`src/rtl/cskip_mpadd_arb.sv`:
```
`default_nettype none
// ============================================================================
// Module      : cskip_mpadd_arb
// Description : Round-robin arbiter and multi-precision sequencer sharing one
//               32-bit carry-skip adder (four 8-bit Brent-Kung blocks).
// Revision    : 1.0 - initial release
// ============================================================================
module cskip_mpadd_arb #(
    parameter int NREQ = 4,
    parameter int LW   = 4,
    parameter int IDW  = 2
) (
    input  logic                clk,
    input  logic                rst_n,
    input  logic [NREQ-1:0]     req,
    input  logic [NREQ*LW-1:0]  len,
    input  logic [NREQ-1:0]     cin_req,
    input  logic [NREQ-1:0]     word_valid,
    input  logic [NREQ*32-1:0]  a,
    input  logic [NREQ*32-1:0]  b,
    output logic [NREQ-1:0]     word_ready,
    output logic [NREQ-1:0]     gnt,
    output logic                sum_valid,
    output logic [31:0]         sum,
    output logic [IDW-1:0]      sum_id,
    output logic                sum_last,
    output logic                cout,
    input  logic                out_ready,
    output logic                busy
);

    localparam logic [0:0] c_S_IDLE = 1'b0;
    localparam logic [0:0] c_S_RUN  = 1'b1;

    logic [0:0]     r_state;
    logic [0:0]     w_next_state;
    logic [IDW-1:0] r_ptr;
    logic [IDW-1:0] r_id;
    logic [LW-1:0]  r_rem;
    logic           r_carry;
    logic           r_sum_valid;
    logic [31:0]    r_sum;
    logic [IDW-1:0] r_sum_id;
    logic           r_sum_last;
    logic           r_cout;

    logic           w_found;
    logic [IDW-1:0] w_sel_id;
    logic [LW-1:0]  w_sel_len;
    logic [31:0]    w_opa;
    logic [31:0]    w_opb;
    logic [31:0]    w_sum;
    logic           w_add_cout;
    logic           w_run;
    logic           w_take;
    logic           w_last;

    // Returns {block_propagate, carry_out, sum[7:0]} of an 8-bit Brent-Kung adder.
    function automatic logic [9:0] bk8_add(input logic [7:0] x, input logic [7:0] y,
                                           input logic ci);
        logic [7:0] g;
        logic [7:0] p;
        logic [7:0] gg;
        logic [7:0] pp;
        logic [7:0] s;
        g  = x & y;
        p  = x ^ y;
        gg = g;
        pp = p;
        for (int i = 1; i < 8; i += 2) begin
            gg[i] = gg[i] | (pp[i] & gg[i-1]);
            pp[i] = pp[i] & pp[i-1];
        end
        for (int i = 3; i < 8; i += 4) begin
            gg[i] = gg[i] | (pp[i] & gg[i-2]);
            pp[i] = pp[i] & pp[i-2];
        end
        gg[7] = gg[7] | (pp[7] & gg[3]);
        pp[7] = pp[7] & pp[3];
        gg[5] = gg[5] | (pp[5] & gg[3]);
        pp[5] = pp[5] & pp[3];
        for (int i = 2; i < 8; i += 2) begin
            gg[i] = gg[i] | (pp[i] & gg[i-1]);
            pp[i] = pp[i] & pp[i-1];
        end
        s[0] = p[0] ^ ci;
        for (int i = 1; i < 8; i++) begin
            s[i] = p[i] ^ (gg[i-1] | (pp[i-1] & ci));
        end
        return {pp[7], gg[7] | (pp[7] & ci), s};
    endfunction

    assign w_opa = a[r_id*32 +: 32];
    assign w_opb = b[r_id*32 +: 32];

    // Block carry skips straight through when every bit of the block propagates.
    always_comb begin
        logic [9:0] w_blk;
        logic       w_chain;
        w_sum   = '0;
        w_chain = r_carry;
        for (int k = 0; k < 4; k++) begin
            w_blk           = bk8_add(w_opa[8*k +: 8], w_opb[8*k +: 8], w_chain);
            w_sum[8*k +: 8] = w_blk[7:0];
            w_chain         = w_blk[9] ? w_chain : w_blk[8];
        end
        w_add_cout = w_chain;
    end

    always_comb begin
        logic [IDW:0] w_pos;
        w_found  = 1'b0;
        w_sel_id = '0;
        for (int k = 0; k < NREQ; k++) begin
            w_pos = {1'b0, r_ptr} + (IDW+1)'(k);
            if (w_pos >= (IDW+1)'(NREQ)) begin
                w_pos = w_pos - (IDW+1)'(NREQ);
            end
            if (!w_found && req[w_pos[IDW-1:0]]) begin
                w_found  = 1'b1;
                w_sel_id = w_pos[IDW-1:0];
            end
        end
    end

    assign w_sel_len = len[w_sel_id*LW +: LW];
    assign w_run     = (r_state == c_S_RUN);
    assign w_take    = w_run & word_valid[r_id] & (~r_sum_valid | out_ready);
    assign w_last    = (r_rem == LW'(1));

    always_comb begin
        w_next_state = r_state;
        case (r_state)
            c_S_IDLE: if (w_found)          w_next_state = c_S_RUN;
            c_S_RUN:  if (w_take && w_last) w_next_state = c_S_IDLE;
            default:                        w_next_state = c_S_IDLE;
        endcase
    end

    always_ff @(posedge clk or negedge rst_n) begin
        if (!rst_n) begin
            r_state     <= c_S_IDLE;
            r_ptr       <= '0;
            r_id        <= '0;
            r_rem       <= '0;
            r_carry     <= 1'b0;
            r_sum_valid <= 1'b0;
            r_sum       <= '0;
            r_sum_id    <= '0;
            r_sum_last  <= 1'b0;
            r_cout      <= 1'b0;
        end else begin
            r_state <= w_next_state;
            if (!w_run && w_found) begin
                r_id    <= w_sel_id;
                r_rem   <= (w_sel_len == '0) ? LW'(1) : w_sel_len;
                r_carry <= cin_req[w_sel_id];
            end
            if (w_take) begin
                r_sum_valid <= 1'b1;
                r_sum       <= w_sum;
                r_sum_id    <= r_id;
                r_sum_last  <= w_last;
                r_cout      <= w_add_cout;
                r_carry     <= w_add_cout;
                r_rem       <= r_rem - LW'(1);
                if (w_last) begin
                    r_ptr <= (r_id == IDW'(NREQ-1)) ? '0 : r_id + IDW'(1);
                end
            end else if (r_sum_valid && out_ready) begin
                r_sum_valid <= 1'b0;
            end
        end
    end

    assign gnt        = w_run  ? (NREQ'(1) << r_id) : '0;
    assign word_ready = w_take ? (NREQ'(1) << r_id) : '0;
    assign busy       = w_run;
    assign sum_valid  = r_sum_valid;
    assign sum        = r_sum;
    assign sum_id     = r_sum_id;
    assign sum_last   = r_sum_last;
    assign cout       = r_cout;

endmodule
`default_nettype wire

```
`config.mk`:
```
export PLATFORM = sky130hd
export DESIGN_NAME = cskip_mpadd_arb
export DESIGN_NICKNAME = d
export VERILOG_FILES = /design/src/rtl/cskip_mpadd_arb.sv
export SDC_FILE = /design/constraint.sdc
export NUM_CORES = 1
export LEC_CHECK = 0
export BUFFER_PORTS_ARGS = -buffer_cell sky130_fd_sc_hd__buf_2
export CAP_MARGIN = 0
export CORE_AREA = 2 2 131 133
export DETAILED_ROUTE_END_ITERATION = 8
export DIE_AREA = 0 0 133 135
export PLACE_DENSITY = 0.65
export SYNTH_ARGS = -nofsm -noshare
export SYNTH_HDL_FRONTEND = slang
export SYNTH_SLANG_ARGS = --single-unit
```
`constraint.sdc`:
```
create_clock -name clk -period 3.93 [get_ports clk]
set_clock_uncertainty 0.2 [all_clocks]
set_input_delay 0.393 -clock clk [delete_from_list [all_inputs] [get_ports clk]]
set_output_delay 0.393 -clock clk [all_outputs]
set_load 0.03 [all_outputs]
```
==> results of run 1 <==
[critical path, stage by stage, from the launching register on]
cell       delay [ns]
dfrtp_4          0.50
buf_12           0.12
clkbuf_16        0.19
mux4_2           0.52
ha_1             0.38
nand2_2          0.09
o211ai_2         0.17
o211ai_2         0.13
a22o_4           0.28
a2111oi_4        0.36
nor3_2           0.09
and4b_1          0.21
or3_1            0.34
[cell type report]
type                            instances  area [µm²]  area share
Multi-Input combinational cell        365        3690       0.505
Sequential cell                        47        1180       0.162
Inverter                               21        78.8      0.0108
Tap cell                              220         275      0.0377
Clock buffer                            8         156      0.0214
Timing Repair Buffer                  349        1920       0.263
[sequential cells by signal, summed over array words and instances (netlist names)]
register and count:
sum_id 2, r_id 2, sum 32, sum_last 1, sum_valid 1, r_rem 4, cout 1, busy 1
r_ptr 2, r_carry 1
[repair_timing]
item	CTS	global route
gates resized for setup	0	5
setup buffers	0	3
hold buffers	0	0
setup endpoints to repair	0	2
[cell usage after synthesis, drive strengths merged]
cell     count  share of area
nor3         4         0.0050
fa           4          0.016
nor2b        1         0.0012
ha          38          0.095
a21o        11          0.017
mux4        65           0.29
a21oi       26          0.027
a311oi       1         0.0017
clkbuf      15          0.011
and4         1         0.0017
and2         3         0.0037
and3         1         0.0012
mux2         8          0.018
a22o         1         0.0035
and4b        1         0.0020
a2111oi      2          0.011
xnor2       13          0.023
o21a         4         0.0060
o31ai        2         0.0030
mux2i       12          0.024
a31oi        2         0.0025
a41o         1         0.0020
o211ai       3         0.0075
nand2b       4         0.0050
o41ai        1         0.0017
o31a         1         0.0017
or2          1         0.0012
o21bai       3         0.0045
buf         10         0.0085
o221ai       3         0.0052
nand3        2         0.0020
xor2        11          0.019
nand4        4         0.0050
o21ai       44          0.044
nor4         2         0.0025
nor4b        2         0.0035
or3          3         0.0037
nand2       56          0.042
a211oi       4         0.0060
inv         21          0.016
nor3b        3         0.0045
nor2        17          0.014
dfrtp       47           0.23
[power groups by stage]
stage                     registers [mW]  logic (mW)  clock network (mW)
final                              0.909        4.91               0.450
after global routing               0.947        5.46               0.489
after CTS                          0.904        4.79               0.474
after detailed placement           0.909        4.77                   0
after global placement             0.902        4.73                   0
after floorplan                     1.24        3.26                   0
[logic make-up after synthesis]
logic type               share of synthesized area
adder cells (fa/ha/maj)                      0.111
buffers and inverters                       0.0355
flip-flops                                   0.235
multiplexers                                 0.334
XOR/XNOR                                    0.0419
AND/OR/NAND/NOR                             0.0991
AO/OA/AOI/OAI                                0.144
[per-layer routing]
metal  vias to the layer above  track usage  routed length (µm)
li1                       2421            -                   -
met2                       202        0.315                8290
met5                         -            0                   0
met4                         0       0.0406                 281
met1                      2351        0.218                6800
met3                        21       0.0319                1160
[worst paths after layout]
| path | from | endpoint | slack (ns) | depth (start not counted) |
|---|---|---|---|---|
| max | r_id[0]$_DFFE_PN0P_ | sum[31]$_DFFE_PN0P_ | 0.22 | 12 |
| min | rst_n | sum_valid$_DFFE_PN0P_ | 0.01 | 2 |
| max reg2reg | r_id[0]$_DFFE_PN0P_ | sum[31]$_DFFE_PN0P_ | 0.22 | 12 |
| min reg2reg | sum_id[0]$_DFFE_PN0P_ | sum_id[0]$_DFFE_PN0P_ | 0.27 | 2 |
| max in group asynchronous | rst_n | r_id[0]$_DFFE_PN0P_ | 3.03 | 2 |
| min in group clk | out_ready | sum_valid$_DFFE_PN0P_ | 0.22 | 3 |
[stage by stage]
| stage | cells | power [mW] | cell area (µm²) | setup TNS, ns |
|---|---|---|---|---|
| after floorplan | 458 | 4.51 | 5010 | 0 |
| after global placement | 996 | 5.64 | 6990 | 0 |
| after detailed placement | 996 | 5.68 | 6990 | 0 |
| after CTS | 1004 | 6.17 | 7150 | 0 |
| after global routing | 1010 | 6.90 | 7300 | -0.0116 |
| final | 1010 | 6.27 | 7300 | 0 |
==> out/qor.csv, run 1 <==
metric,value,unit
status,completed,
worst hold margin,0.0135,ns
"commonest non-fill, non-tap cells in the layout","buf_2, mux4_2, nand2_1",
vias in the first global route,5019,
switching power share of the total,0.478,
1st-pass router iterations,4,
Worst IR Drop VDD,0.000321,V
H-tree levels,2,
Area growth syn-to-layout,45.6,%
share of cells above drive strength 1,0.565,
worst-margin pin slew,0.642,ns
Required @ worst endpoint,3.89,ns
drc violations,0,
Final setup viols,0,
Syn Area/Cell,10.9,µm²
largest net degree at the start of global routing,48,
final worst slack,0.216,ns
Num CTS Buffers,5,
clock share of power,0.072,
initial antenna violation count,0,
Inserted Diodes,0,
FILL cells,1573,
Ys Warns,0,
Pwr per Cell Area,859,nW/µm²
leakage,3.57,nW
die width,133,µm
IO Count,333,
Critical Path End Type,flip-flop,
clk_lat worst skew,0.29,ns
Die ar.,18000,µm²
combinational power share,0.783,
max-cap viol count,0,
total wire length,16500,µm
count of input and output buffers,332,
Startpoint Class,flip-flop,
Core Region,16400,µm²
"FF+latch count, synth",47,
GRT Residual Overflow,0,
first-pass GRT wire length,25100,µm
post-detail-place hpwl,13800,µm
drt initial violations,210,
share of total power in sequential cells,0.145,
post-DR vias/cell,4.95,
Setup CP Type,reg2reg,
Netlist Area Pre-Place,5010,µm²
clock root buffer,clkbuf_16,
fin util,0.445,
relative max-transition margin,0.572,
All-Layer GR Usage,0.175,
# nets final,1118,
post-synthesis cell count,458,
Internal,3.27,mW
"commonest non-fill, non-tap cell in the layout",buf_2,
Initial Util,0.305,
clock slew at reported path FFs,0.06,ns
CTS Sinks,47,
synth unique cells,50,
CTS tree,built,
die height,135,µm
Hold/Removal Path Class,in2async,
crit-path max FO,15,
antenna-violating nets left,0,
"Net Count, Synth",787,
clock buffer depth,2,
DR vias,4995,
crit path DAT,3.68,ns
NetSw,3.00,mW
Cell Rows,47,
min cycle time layout,3.71,ns
Max Slew Vio Count,0,
Final Hold Violating Endpoints,0,
Final Cycle Share,0.945,
post-DR wirelength/cell,16.4,µm
Max Freq,269,MHz
RD Place Congestion,0.863,
"Seq/Total Area, Yosys",0.235,
dpl ws,0.159,ns
Note: power is estimated with default switching activity, not from simulation.
==> run 2, diff against run 1 <==
--- a/config.mk
+++ b/config.mk
@@ -7,10 +7,13 @@
 export LEC_CHECK = 0
 export BUFFER_PORTS_ARGS = -buffer_cell sky130_fd_sc_hd__buf_2
 export CAP_MARGIN = 0
-export CORE_AREA = 2 2 131 133
+export CELL_PAD_IN_SITES_DETAIL_PLACEMENT = 1
+export CELL_PAD_IN_SITES_GLOBAL_PLACEMENT = 2
+export CORE_ASPECT_RATIO = 1.4
+export CORE_MARGIN = 2
+export CORE_UTILIZATION = 22
 export DETAILED_ROUTE_END_ITERATION = 8
-export DIE_AREA = 0 0 133 135
-export PLACE_DENSITY = 0.65
+export PLACE_DENSITY = 0.8
 export SYNTH_ARGS = -nofsm -noshare
 export SYNTH_HDL_FRONTEND = slang
 export SYNTH_SLANG_ARGS = --single-unit
==> run 2 against run 1 <==
Effect of this change: critical path depth down 1; combinational power up 2%; core utilization down 12 points; final area up 0.62%; setup slack better by 0.057 ns; non-clock buffer count unchanged; critical path type unchanged; largest power group unchanged.
==> out/qor.csv, run 2 (synthesized netlist as in run 1, its figures left out) <==
metric,value,unit,change
worst-margin pin slew,0.687,ns,+0.0457 ns
"commonest non-fill, non-tap cell in the layout",buf_2,,
clock slew at reported path FFs,0.07,ns,about the same
GRT Residual Overflow,0,,unchanged
max-cap viol count,0,,unchanged
Inserted Diodes,0,,unchanged
IO Count,333,,unchanged
Num CTS Buffers,5,,unchanged
post-detail-place hpwl,16600,µm,+20%
leakage,3.55,nW,-0.53%
relative max-transition margin,0.542,,-0.0305
Hold/Removal Path Class,in2async,,
initial antenna violation count,2,,+2
RSZ-0062 raised after global routing,no,,
Final setup viols,0,,unchanged
dpl cell area,7150,µm²,+2.3%
reg-to-reg startpoint,r_id[0]$_DFFE_PN0P_,,
vias in the first global route,5727,,+14%
FF-to-FF setup slack,0.27,ns,+0.06 ns
min cycle time layout,3.66,ns,-0.0572 ns
Initial Util,0.223,,-0.0822
post-DR wirelength/cell,17.9,µm,+9.2%
Max Freq,273,MHz,+1.6%
Area growth syn-to-layout,46.5,%,
# nets final,1118,,unchanged
Largest register FFs,32,,unchanged
Finished Cell Area,7340,µm²,+0.62%
die width,132,µm,-1.1%
All-Layer GR Usage,0.159,,-0.0157
drc violations,0,,unchanged
post-DR vias/cell,4.68,,-5.3%
Critical Path Start,r_id[0]$_DFFE_PN0P_,,
Required @ worst endpoint,3.90,ns,about the same
first-pass GRT wire length,30100,µm,+20%
Core Region,22400,µm²,+37%
1st-pass router iterations,3,,-1
crit path to,sum[31]$_DFFE_PN0P_,,
status,completed,,
CTS Sinks,47,,unchanged
share of cells above drive strength 1,0.566,,+0.00127
Worst R2R Path Depth,11,,-1
"commonest non-fill, non-tap cells in the layout","buf_2, mux4_2, nand2_1",,
clock root buffer,clkbuf_16,,
Final Hold Violating Endpoints,0,,unchanged
Startpoint Class,flip-flop,,
H-tree levels,2,,unchanged
crit-path max FO,18,,+3
Setup CP Type,reg2reg,,
DR vias,5111,,+2.3%
RD Place Congestion,0.822,,-4.8%
clock buffer depth,2,,unchanged
drt initial violations,96,,-54%
total wire length,19500,µm,+18%
clk_lat worst skew,0.29,ns,about the same
Max Slew Vio Count,0,,unchanged
Pwr per Cell Area,866,nW/µm²,+0.88%
die height,183,µm,+35%
end of the worst register-to-register path,sum[31]$_DFFE_PN0P_,,
Cell Rows,65,,+38%
Die ar.,24000,µm²,+34%
Critical Path End Type,flip-flop,,
antenna-violating nets left,0,,unchanged
Setup Total Neg Slack,0,ns,unchanged
crit path DAT,3.63,ns,-0.05 ns
Worst IR Drop VDD,0.000242,V,-25%
largest net degree at the start of global routing,48,,unchanged
CTS tree,built,,
count of input and output buffers,332,,unchanged
Final Cycle Share,0.930,,-0.0146
post-cts hold buffer count,0,,unchanged
## run 2: how the worst min path moves through the flow
stage | from | endpoint | slack (ns) | cells after the start
after CTS | rst_n | sum[11]$_DFFE_PN0P_ | 0.07 | 2
after floorplan | rst_n | busy$_DFF_PN0_ | -0.10 | 0
after global routing | rst_n | sum[11]$_DFFE_PN0P_ | 0.08 | 2
after global placement | sum[24]$_DFFE_PN0P_ | sum[24]$_DFFE_PN0P_ | 0.25 | 2
final | rst_n | sum[11]$_DFFE_PN0P_ | 0.02 | 2
after detailed placement | sum[24]$_DFFE_PN0P_ | sum[24]$_DFFE_PN0P_ | 0.26 | 2
## run 2: routing by layer
metal	wire length, µm	GRT usage
met3	1160	0.0342
met4	548	0.0526
met2	10800	0.313
met1	7000	0.166
met5	13	0
## run 2: timing repair
| action | CTS | global route |
|---|---|---|
| setup buffers | 0 | 0 |
| endpoints found under the setup margin | 0 | 2 |
| endpoints found under the hold margin | 0 | 0 |
| gates resized for setup | 0 | 3 |
## run 2: where the power goes
part           switching (mW)  leakage [nW]  internal [mW]
registers               0.156         0.572          0.741
clock network           0.205        0.0761          0.272
logic                    2.76          2.90           2.22
total                    3.13          3.55           3.24
## run 2: area by class of cell
cell class,instances,area (µm²)
fill,2727,15100
timing repair buffer,349,1870
clock inverter,1,7.51
inverter,21,78.8
multi-input combinational,365,3680
clock buffer,7,153
sequential,47,1180
tap,301,377
## run 2: worst max-delay path, stage by stage (launching register included)
cell,delay (ns)
dfrtp_4,0.51
buf_12,0.21
mux4_2,0.52
ha_1,0.41
nand2_2,0.09
o211ai_2,0.17
o211ai_2,0.15
a22o_4,0.28
a2111oi_4,0.33
nor3_2,0.10
and4b_1,0.21
or3_1,0.33
## run 2: stage by stage
step	worst slack (ns)	power [mW]	utilization	hold slack (ns)	instances
after floorplan	0.0400	4.51	-	-0.103	458
after global placement	0.216	5.88	0.319	0.255	1082
after detailed placement	0.184	5.96	0.319	0.259	1082
after CTS	0.173	6.47	0.326	0.0690	1090
after global routing	0.00865	7.03	0.327	0.0829	1091
final	0.273	6.36	0.327	0.0248	1091
==> run 3, diff against run 2 <==
==> config.mk (replaced) <==
export PLATFORM = sky130hd
export DESIGN_NAME = cskip_mpadd_arb
export DESIGN_NICKNAME = d
export VERILOG_FILES = /design/src/rtl/cskip_mpadd_arb.sv
export SDC_FILE = /design/constraint.sdc
export NUM_CORES = 1
export LEC_CHECK = 0
export BUFFER_PORTS_ARGS = -buffer_cell sky130_fd_sc_hd__buf_2
export CAP_MARGIN = 0
export CELL_PAD_IN_SITES_DETAIL_PLACEMENT = 0
export CELL_PAD_IN_SITES_GLOBAL_PLACEMENT = 1
export CORE_ASPECT_RATIO = 1.4
export CORE_MARGIN = 2
export CORE_UTILIZATION = 28
export DETAILED_ROUTE_END_ITERATION = 8
export PLACE_DENSITY = 0.79
export SYNTH_ARGS = -nofsm -noshare
export SYNTH_HDL_FRONTEND = slang
export SYNTH_SLANG_ARGS = --single-unit
==> run 3 against run 2 <==
Effect of this change: non-clock buffer count fell by 5; total power fell by 3.7%; largest power group unchanged; combinational power fell by 4.6%; clock power fell by 4.4%; wire length fell by 12%; first-iteration DRC count rose by 64%; sequential share of layout area rose by 0.38 points; register-to-register slack got worse by 0.07 ns; highest routed layer is now met4.
==> out/qor.csv, run 3 (synthesized netlist as in run 1, its figures left out) <==
metric,value,unit,change
min cycle time layout,3.72,ns,+0.0679 ns
Worst IR Drop VDD,0.000314,V,+30%
vias in the first global route,5220,,-8.9%
crit path DAT,3.69,ns,+0.06 ns
drc violations,0,,unchanged
Worst path max stage delay,0.53,ns,about the same
Cell Rows,57,,-12%
post-DR vias/cell,4.95,,+5.6%
dpl cell area,7000,µm²,-2.1%
Num CTS Buffers,5,,unchanged
post-detail-place hpwl,14800,µm,-11%
crit-path max FO,13,,-5
Critical-path top delay cell,dfrtp_4,,
Startpoint Class,flip-flop,,
clock slew at reported path FFs,0.07,ns,about the same
share of cells above drive strength 1,0.559,,-0.00659
Inst Count DP,1012,,-6.5%
All-Layer GR Usage,0.175,,+0.0159
clock buffer depth,2,,unchanged
"commonest non-fill, non-tap cell in the layout",buf_2,,
Design Power,6.13,mW,-3.7%
"Cell Count, Final, Fillers Out",1022,,-6.3%
GRT Residual Overflow,0,,unchanged
max-cap viol count,0,,unchanged
Setup CP Type,reg2reg,,
status,completed,,
clock root buffer,clkbuf_16,,
H-tree levels,2,,unchanged
"commonest non-fill, non-tap cells in the layout","buf_2, mux4_2, nand2_1",,
Setup Total Neg Slack,0,ns,unchanged
total wire length,17100,µm,-12%
Die ar.,19000,µm²,-21%
antenna-violating nets left,0,,unchanged
Final setup viols,0,,unchanged
RD Place Congestion,0.842,,+2.4%
count of input and output buffers,332,,unchanged
Hold/Removal Path Class,in2reg,,
worst-path cell chain,buf_12 > mux4_2 > ha_1 > a21oi_1 > o21ai_0 > o21ai_0 > a22o_4 > a2111oi_4 > nor3_2 > and4b_1 > or3_1,,
Max Slew Vio Count,0,,unchanged
crit path buf inv count,1,,unchanged
CP most frequent cell,o21ai_0,,
RSZ-0062 raised after global routing,no,,
worst-margin pin slew,0.954,ns,+0.266 ns
Initial Util,0.287,,+0.0635
Largest register FFs,32,,unchanged
drt initial violations,157,,+64%
Critical Path End Type,flip-flop,,
Max Freq,268,MHz,-1.8%
die height,162,µm,-11%
Final Hold Violating Endpoints,0,,unchanged
Core Region,17500,µm²,-22%
first-pass GRT wire length,25600,µm,-15%
clk_lat worst skew,0.29,ns,about the same
Pwr per Cell Area,854,nW/µm²,-1.4%
CTS tree,built,,
Finished Cell Area,7170,µm²,-2.3%
CTS Sinks,47,,unchanged
relative max-transition margin,0.355,,-0.187
1st-pass router iterations,6,,+3
IO Count,333,,unchanged
DR vias,5054,,-1.1%
die width,117,µm,-11%
leakage,3.51,nW,-1.1%
Crit path max-delay family,compound AO/OA/AOI/OAI gates,,
# nets final,1113,,-0.45%
Area growth syn-to-layout,43.1,%,
Final Cycle Share,0.948,,+0.0173
post-DR wirelength/cell,16.7,µm,-6.4%
Required @ worst endpoint,3.90,ns,about the same
largest net degree at the start of global routing,45,,-6.3%
initial antenna violation count,2,,unchanged
## run 3: changes by cell type in the layout (fill, tap and decap cells not counted), sizes merged
cell         previous run  this run
clkinvlp                1         0
diode                   0         1
dlygate4sd3             0         1
buf                   348       343
## run 3: cell type report
class	instances	area, µm²
antenna	1	2.50
fill	1768	10300
sequential	47	1180
clock buffer	8	156
inverter	21	78.8
tap	236	295
multi-input combinational	365	3670
timing repair buffer	344	1790
## run 3: final timing paths
kind	endpoint	slack, ns	startpoint	depth (start not counted)
worst max register to register	sum[31]$_DFFE_PN0P_	0.21	r_id[0]$_DFFE_PN0P_	11
max in group asynchronous	r_id[1]$_DFFE_PN0P_	2.32	rst_n	3
worst min-delay path	busy$_DFF_PN0_	0.23	req[0]	3
min in group asynchronous	sum[11]$_DFFE_PN0P_	0.40	rst_n	2
worst max-delay path	sum[31]$_DFFE_PN0P_	0.21	r_id[0]$_DFFE_PN0P_	11
worst min register to register	cout$_DFFE_PN0P_	0.27	cout$_DFFE_PN0P_	1
## run 3: power by group
| part | switching [mW] | leakage [nW] | internal [mW] |
|---|---|---|---|
| combinational | 2.64 | 2.86 | 2.12 |
| clock | 0.183 | 0.0772 | 0.271 |
| sequential | 0.168 | 0.572 | 0.742 |
| total | 2.99 | 3.51 | 3.14 |
## run 3: through the flow
stage	utilization	hold slack, ns	setup WS [ns]
detailed placement	0.401	0.174	0.124
global placement	0.401	0.175	0.184
finish	0.411	0.233	0.205
global route	0.411	0.255	0.0000622
floorplan	-	-0.103	0.0400
CTS	0.410	0.230	0.126
## run 3: metal layers
metal  global-route usage  share of wire
met1                0.198           0.38
met2                0.333           0.54
met4               0.0588          0.027
met3               0.0201          0.056
met5                    0              0
## run 3: what timing repair did
item                       4_1_cts  5_1_grt
hold buffers                     1        0
setup endpoints to repair        0        1
gates resized for setup          0        1
buffers inserted                 0        0
hold endpoints to repair        18        0
## run 3: worst reg2reg max path, cell delays in order, from the launching register on
cell	delay [ns]
dfrtp_4	0.53
buf_12	0.20
mux4_2	0.52
ha_1	0.38
a21oi_1	0.08
o21ai_0	0.25
o21ai_0	0.15
a22o_4	0.30
a2111oi_4	0.36
nor3_2	0.10
and4b_1	0.21
or3_1	0.33
